### config.mk
export PLATFORM = sky130hd
export DESIGN_NAME = vec_writeback
export DESIGN_NICKNAME = d
export VERILOG_FILES = /design/src/rtl/vpu_pkg.sv /design/src/rtl/lane_prio_enc.sv /design/src/rtl/vec_writeback.sv
export SDC_FILE = /design/constraint.sdc
export NUM_CORES = 1
export LEC_CHECK = 0
export CAP_MARGIN = 20
export CORE_MARGIN = 10
export CORE_UTILIZATION = 40
export CTS_CLUSTER_SIZE = 12
export DETAILED_ROUTE_END_ITERATION = 7
export PLACE_DENSITY = 0.66
export SLEW_MARGIN = 20
export SYNTH_ARGS = -nofsm -noshare
export SYNTH_HDL_FRONTEND = slang
export SYNTH_HIERARCHICAL = 1
export SYNTH_SLANG_ARGS = --single-unit
### constraint.sdc
create_clock -name clk -period 12.72 [get_ports clk]
set_input_delay 3.816 -clock clk [delete_from_list [all_inputs] [get_ports clk]]
set_output_delay 3.816 -clock clk [all_outputs]
set_load 0.005 [all_outputs]
### src/rtl/vpu_pkg.sv
// Shared VPU constants and stage state encoding.
// The writeback FSM state type is reused by later VPU stages.
package vpu_pkg;

    localparam int unsigned LANES = 8;
    localparam int unsigned DW    = 32;
    localparam int unsigned RW    = 5;

    typedef enum logic [1:0] {
        IDLE  = 2'd0,
        DRAIN = 2'd1,
        FLAG  = 2'd2
    } wb_state_t;

endpackage

### src/rtl/lane_prio_enc.sv
// Lowest-set-bit priority encoder over a lane mask.
// Purely combinational; idx is 0 when no bit is set.
module lane_prio_enc #(
    parameter int unsigned LANES = vpu_pkg::LANES
) (
    input  logic [LANES-1:0] req,
    output logic [2:0]       idx,
    output logic             any
);

    // Scan from the top down so the lowest set bit wins.
    always_comb begin
        idx = '0;
        for (int i = LANES - 1; i >= 0; i--) begin
            if (req[i]) begin
                idx = 3'(i);
            end
        end
    end

    assign any = |req;

endmodule

### src/rtl/vec_writeback.sv
// Vector writeback: captures one ALU result, drains enabled lanes in
// ascending order into the single VRF write port, then commits flags.
module vec_writeback
    import vpu_pkg::*;
#(
    parameter int unsigned LANES = vpu_pkg::LANES,
    parameter int unsigned DW    = vpu_pkg::DW,
    parameter int unsigned RW    = vpu_pkg::RW
) (
    input  logic              clk,
    input  logic              rst_n,
    input  logic              in_valid,
    output logic              in_ready,
    input  logic [LANES*DW-1:0] in_data,
    input  logic [LANES-1:0]  in_ng,
    input  logic [LANES-1:0]  in_zr,
    input  logic [LANES-1:0]  in_mask,
    input  logic [RW-1:0]     in_rd,
    output logic              wr_valid,
    input  logic              wr_ready,
    output logic [RW-1:0]     wr_vreg,
    output logic [2:0]        wr_lane,
    output logic [DW-1:0]     wr_data,
    output logic              fl_we,
    output logic [LANES-1:0]  fl_ng,
    output logic [LANES-1:0]  fl_zr,
    output logic              busy
);

    wb_state_t        state_q;
    logic [LANES-1:0] pend_q;
    logic [LANES-1:0] mask_q;
    logic [LANES-1:0] ng_q;
    logic [LANES-1:0] zr_q;
    logic [RW-1:0]    rd_q;
    logic [DW-1:0]    data_q [LANES];

    logic [2:0]       lane;
    logic             pend_any;
    logic [LANES-1:0] lane_bit;
    logic [LANES-1:0] pend_nx;

    lane_prio_enc #(
        .LANES (LANES)
    ) u_enc (
        .req (pend_q),
        .idx (lane),
        .any (pend_any)
    );

    assign lane_bit = LANES'(1) << lane;
    assign pend_nx  = pend_q & ~lane_bit;

    always_ff @(posedge clk) begin
        if (!rst_n) begin
            state_q <= IDLE;
            pend_q  <= '0;
            mask_q  <= '0;
            ng_q    <= '0;
            zr_q    <= '0;
            rd_q    <= '0;
            for (int i = 0; i < LANES; i++) begin
                data_q[i] <= '0;
            end
        end else begin
            unique case (state_q)
                IDLE: begin
                    if (in_valid) begin
                        pend_q <= in_mask;
                        mask_q <= in_mask;
                        ng_q   <= in_ng;
                        zr_q   <= in_zr;
                        rd_q   <= in_rd;
                        for (int i = 0; i < LANES; i++) begin
                            data_q[i] <= in_data[i*DW +: DW];
                        end
                        state_q <= (|in_mask) ? DRAIN : FLAG;
                    end
                end
                DRAIN: begin
                    if (wr_ready) begin
                        pend_q <= pend_nx;
                        if (pend_nx == '0) begin
                            state_q <= FLAG;
                        end
                    end
                end
                FLAG: begin
                    state_q <= IDLE;
                end
                default: begin
                    state_q <= IDLE;
                end
            endcase
        end
    end

    // All outputs come from registered state only; nothing from in_* leaks through.
    assign in_ready = (state_q == IDLE);
    assign busy     = (state_q != IDLE);
    assign wr_valid = (state_q == DRAIN) && pend_any;
    assign wr_lane  = lane;
    assign wr_data  = data_q[lane];
    assign wr_vreg  = rd_q;
    assign fl_we    = (state_q == FLAG);
    assign fl_ng    = fl_we ? (ng_q & mask_q) : '0;
    assign fl_zr    = fl_we ? (zr_q & mask_q) : '0;

endmodule

* Word-level counts from Yosys, hierarchy flattened
Memory sizes are Yosys's and may differ from the RTL's.
Cells that the tools add are included.
** Cells by class
- Equality and inequality tests :: 5
- Shift operators :: 1
- Multiplexer cells :: 31
- Bitwise gates (word level) :: 12
- Reduce and logical (&&, ||, !) cells :: 10
** Operators with widths (number)
- $mux W32 :: 8
- $mux W8 :: 4
- $and A8 B8 Y8 :: 3
- $mux W3 :: 8
- $pmux W8 S2 :: 1
- $reduce_or A8 Y1 :: 2
- $logic_not A8 Y1 :: 1
- $mux W2 :: 4
- $not A8 Y8 :: 1
- $or A1 B1 Y1 :: 8
- $shl A1 B3 Y8 const A :: 1
- $ne A2 B2 Y1 const B :: 3
- $reduce_and A3 Y1 :: 2
- $mux W1 :: 5
- $pmux W2 S2 :: 1
- $reduce_bool A2 Y1 :: 2
- $eq A2 B1 Y1 const B :: 1
- $eq A2 B2 Y1 const B :: 1
- $logic_not A2 Y1 :: 1
- $reduce_and A2 Y1 :: 1
- $logic_and A1 B1 Y1 :: 1
** Storage, ports and cells
- Bits in registers :: 39
- RAM bits :: 256
- Word-level logic and storage cells :: 66
- Memories kept :: 1
** Memories
- data_q :: depth 8, bits a word 32, rd ports 1, clocked after Yosys merged registers in 0, write ports 8, line vec_writeback.sv:36 : logic [DW-1:0] data_q [LANES];

* Depth between registers and ports, before layout
- Word-level depth :: 15
- Depth in mapped cells :: 9
- Gate-level depth less buffers :: 8

* Cells and area by module
Netlist, hierarchy kept.
** Modules (own cells, without submodules)
- vec_writeback :: instances 1, cells an instance 963, area each 13112.6 um^2, sequential area each 8468.1 um^2
- lane_prio_enc :: instances 1, cells an instance 13, area each 81.3 um^2, sequential area each 0.0 um^2

* Worst setup path after synthesis
No wires, ideal clock.
- Path type :: input-to-reg
- Start :: in rst_n
- End :: mem data_q[0][0], enable pin
- Arrival :: 8.438 ns
- Required time :: 10.763 ns
- Slack :: 2.324 ns
- Stages :: 3
- Buffers on the path :: 2
- Cell sequence :: clkbuf_1 -> clkbuf_1 -> nand2_1
** RTL lines
- from (decl) :: line vec_writeback.sv:11 : input logic rst_n,
- to (decl) :: line vec_writeback.sv:36

* Worst setup path in the final report
- Start :: reg pend_q[4]
- End :: out wr_data[2]
** Between the ends
- Word-level cells in the longest chain between the ends :: 6
** Ends and longest elaborated chain
- from (decl) :: line vec_writeback.sv:31 : logic [LANES-1:0] pend_q;
- from (signal assigned) :: line vec_writeback.sv:69 : pend_q <= in_mask;
- from (signal assigned) :: line vec_writeback.sv:82 : pend_q <= pend_nx;
- $mux W3 (5 in series) :: line lane_prio_enc.sv:15 : if (req[i]) begin
- $mem_v2 Z8 W32
- to (decl) :: line vec_writeback.sv:23 : output logic [DW-1:0] wr_data,
No other way between the ends.

==> reports/results.ini <==
[global_route]
grt_pass1_vias = 9352
grt_antenna_before_repair = 4
gr-total-overflow = 0
grt_pass1_wl_um = 59900
grt_max_degree = 131
track_usage_pct = 19.0

[cts]
cts_buffer_depth = 3
htreeDepth = 1
cts_setup_buffers = 0
clk-insertion-delay-late_ns = 0.56
hold_buffers = 0
cts_made_buffers = 31
ctsResizeCount = 0
cts_tree = done
ctsRootBufferMaster = clkbuf_16
clk_pin_slew_ns = 0.06
clock_sinks = 295

[power_and_ir_drop]
power.internal_mw = 1.92
switching_share_pct = 25.4
p_leak_nw = 7.23
p_comb_share_pct = 22.2
pwr-share-clk_pct = 31.7
powerDensity_nw_per_um2 = 144
vdd_drop_max_uv = 95.3
p_seq_share_pct = 46.2
switchingPower_mw = 0.653

[route]
totalWireLength_um = 40000
drtAntennaViolNets = 0
drc = 0
via_per_inst = 5.23
num_vias = 9142
wl_per_cell_um = 22.9
first_pass_iters = 5
drt_iter0_drc = 859

[placed_design]
numPortBuffers = 348
place_ws_ns = 5.43
place_congestion = 0.822
detailed_place_hpwl_um = 28500
dp_cells = 1692

[floorplan]
floorplan.initialDensity_pct = 40.6
die_w_um = 202
pin_count = 349
die_height_um = 202
row_count = 66
dieArea_sq_um = 40600
core_sq_um = 32500

[synthesis]
synth_common_cells = edfxtp_1, and3_1, nand2_1, and2_1, mux4_2
synth_nets = 1265
synthCells = 976
yosysMostFrequentCell = edfxtp_1
synth_ff_type = edfxtp_1
synthArstFlopShare_pct = 0
netlist_area_sq_um = 13200
yosysTopAreaCellShare_pct = 58.3
synth_area_leaders = edfxtp_1, mux4_2, and3_1, dfxtp_1, nand2_1
ys_types = 41
yosysTopAreaCell = edfxtp_1
ys_seq_area_share_pct = 64.2
syn_avg_cell_area_sq_um = 13.5
ys_warn_count = 6
synth-edff-count = 256
ys_seq_elements = 295

[setup_path]
rrSetupSlack_ns = 9.00
worstSetupStartpointType = flip-flop
end_kind = primary output
cp.required_ns = 8.90
crit_fanout = 37
path_class = flip-flop to primary output
cp.arrival_ns = 3.90

[timing]
setup_violations = 0
relSlewSlack_pct = 33.7
finalMaxSlewViolations = 0
hold_viol_final = 0
tightest_slew_ns = 0.994
fin_tns_setup_ns = 0
rsz0062_at_grt = false
clock_skew_ns = 0.0175
max_freq_mhz = 130
setup_ws_ns = 5.01
min_period_ns = 7.71
period_share_pct = 60.6

[hold_path]
hp-class = flip-flop to flip-flop

[finish]
layout.cells.non_filler = 1749
areaGrowthSynthToFinish_pct = 35.6
drive_above_1_share_pct = 9.90
utilization_pct = 55.0
final_nets = 1573

[run]
maxCapViolCount = 0

[outcome]
status = completed

-- routing by layer --
metal	global-route usage, %	share of wire [%]	wire length (um)
met1	26.7	45	18000
met2	30.0	48	19100
met3	3.63	5.8	2340
met4	4.00	1.2	490
met5	0	0.030	12
-- worst paths after layout --
| check | start | endpoint | cells past startpoint |
|---|---|---|---|
| max reg2reg | state_q[0] | data_q[1][5] | 6 |
| min reg2reg | ng_q[5] | ng_q[5] | 2 |
| max | pend_q[4] | wr_data[2] | 7 |
| min | ng_q[5] | ng_q[5] | 2 |
-- power by group through the flow --
| stage | Sequential (mW) | Clock (mW) | Combinational, mW |
|---|---|---|---|
| after floorplan | 1.20 | 0 | 0.307 |
| after global placement | 1.21 | 0 | 0.569 |
| after detailed placement | 1.21 | 0 | 0.573 |
| after CTS | 1.19 | 0.831 | 0.575 |
| after global routing | 1.19 | 0.872 | 0.616 |
| final | 1.19 | 0.813 | 0.569 |
-- final cells by class --
type | instances | area (sq um)
timing repair buffer | 362 | 3610
clock buffer | 38 | 802
clock inverter | 14 | 91.3
antenna | 4 | 10.0
sequential | 295 | 8470
fill | 2742 | 14600
multi-input combinational | 590 | 4350
tap | 442 | 553
inverter | 4 | 15.0
-- logic make-up (layout without fill, tap and decap cells) --
kind of cell,Yosys count,in the layout,share of synthesized area [%]
flip-flops,295,295,64.2
other,0,4,0
multiplexers,65,65,11.0
AND/OR/NAND/NOR,453,453,18.5
AO/OA/AOI/OAI,72,72,3.24
buffers and inverters,91,418,3.09
-- worst max-delay path, stage by stage, from the launching register on --
cell and delay, ns:
dfxtp_1 0.37, o41ai_2 0.39, buf_4 0.56, buf_4 0.72
mux4_2 0.60, nand2_1 0.16, nand2_1 0.07, clkdlybuf4s50_1 0.45
-- per-stage QoR --
step / area (sq um) / hold WS, ns / power [mW]
after floorplan: 13200 / 0.432 / 1.51
after global placement: 17000 / 0.437 / 1.77
after detailed placement: 17000 / 0.442 / 1.78
after CTS: 17900 / 0.452 / 2.59
after global routing: 17900 / 0.462 / 2.68
final: 17900 / 0.451 / 2.57
-- registers in the layout (all words and copies together) (netlist names) --
register / flops
data_q: 256
mask_q: 8
ng_q: 8
pend_q: 8
zr_q: 8
wr_vreg: 5
state_q: 2
-- cell usage in the layout, fill, tap and decap left out, types with 2 or more instances in the layout --
master,n
edfxtp_1,256
dfxtp_1,39
and2_1,64
clkbuf_16,31
nor2b_1,2
a21oi_1,42
o31a_1,2
o32a_1,2
o21ai_1,8
and3_1,208
diode_2,4
inv_1,3
nand2_1,155
clkbuf_1,7
nand3_1,2
o21ai_0,4
clkinv_2,6
a2111oi_2,2
buf_4,13
nor4_1,3
o21a_1,3
clkinv_1,6
nor2_1,8
a31oi_1,2
clkdlybuf4s50_1,347
mux4_2,64
Power figures use the tool's default switching activity.
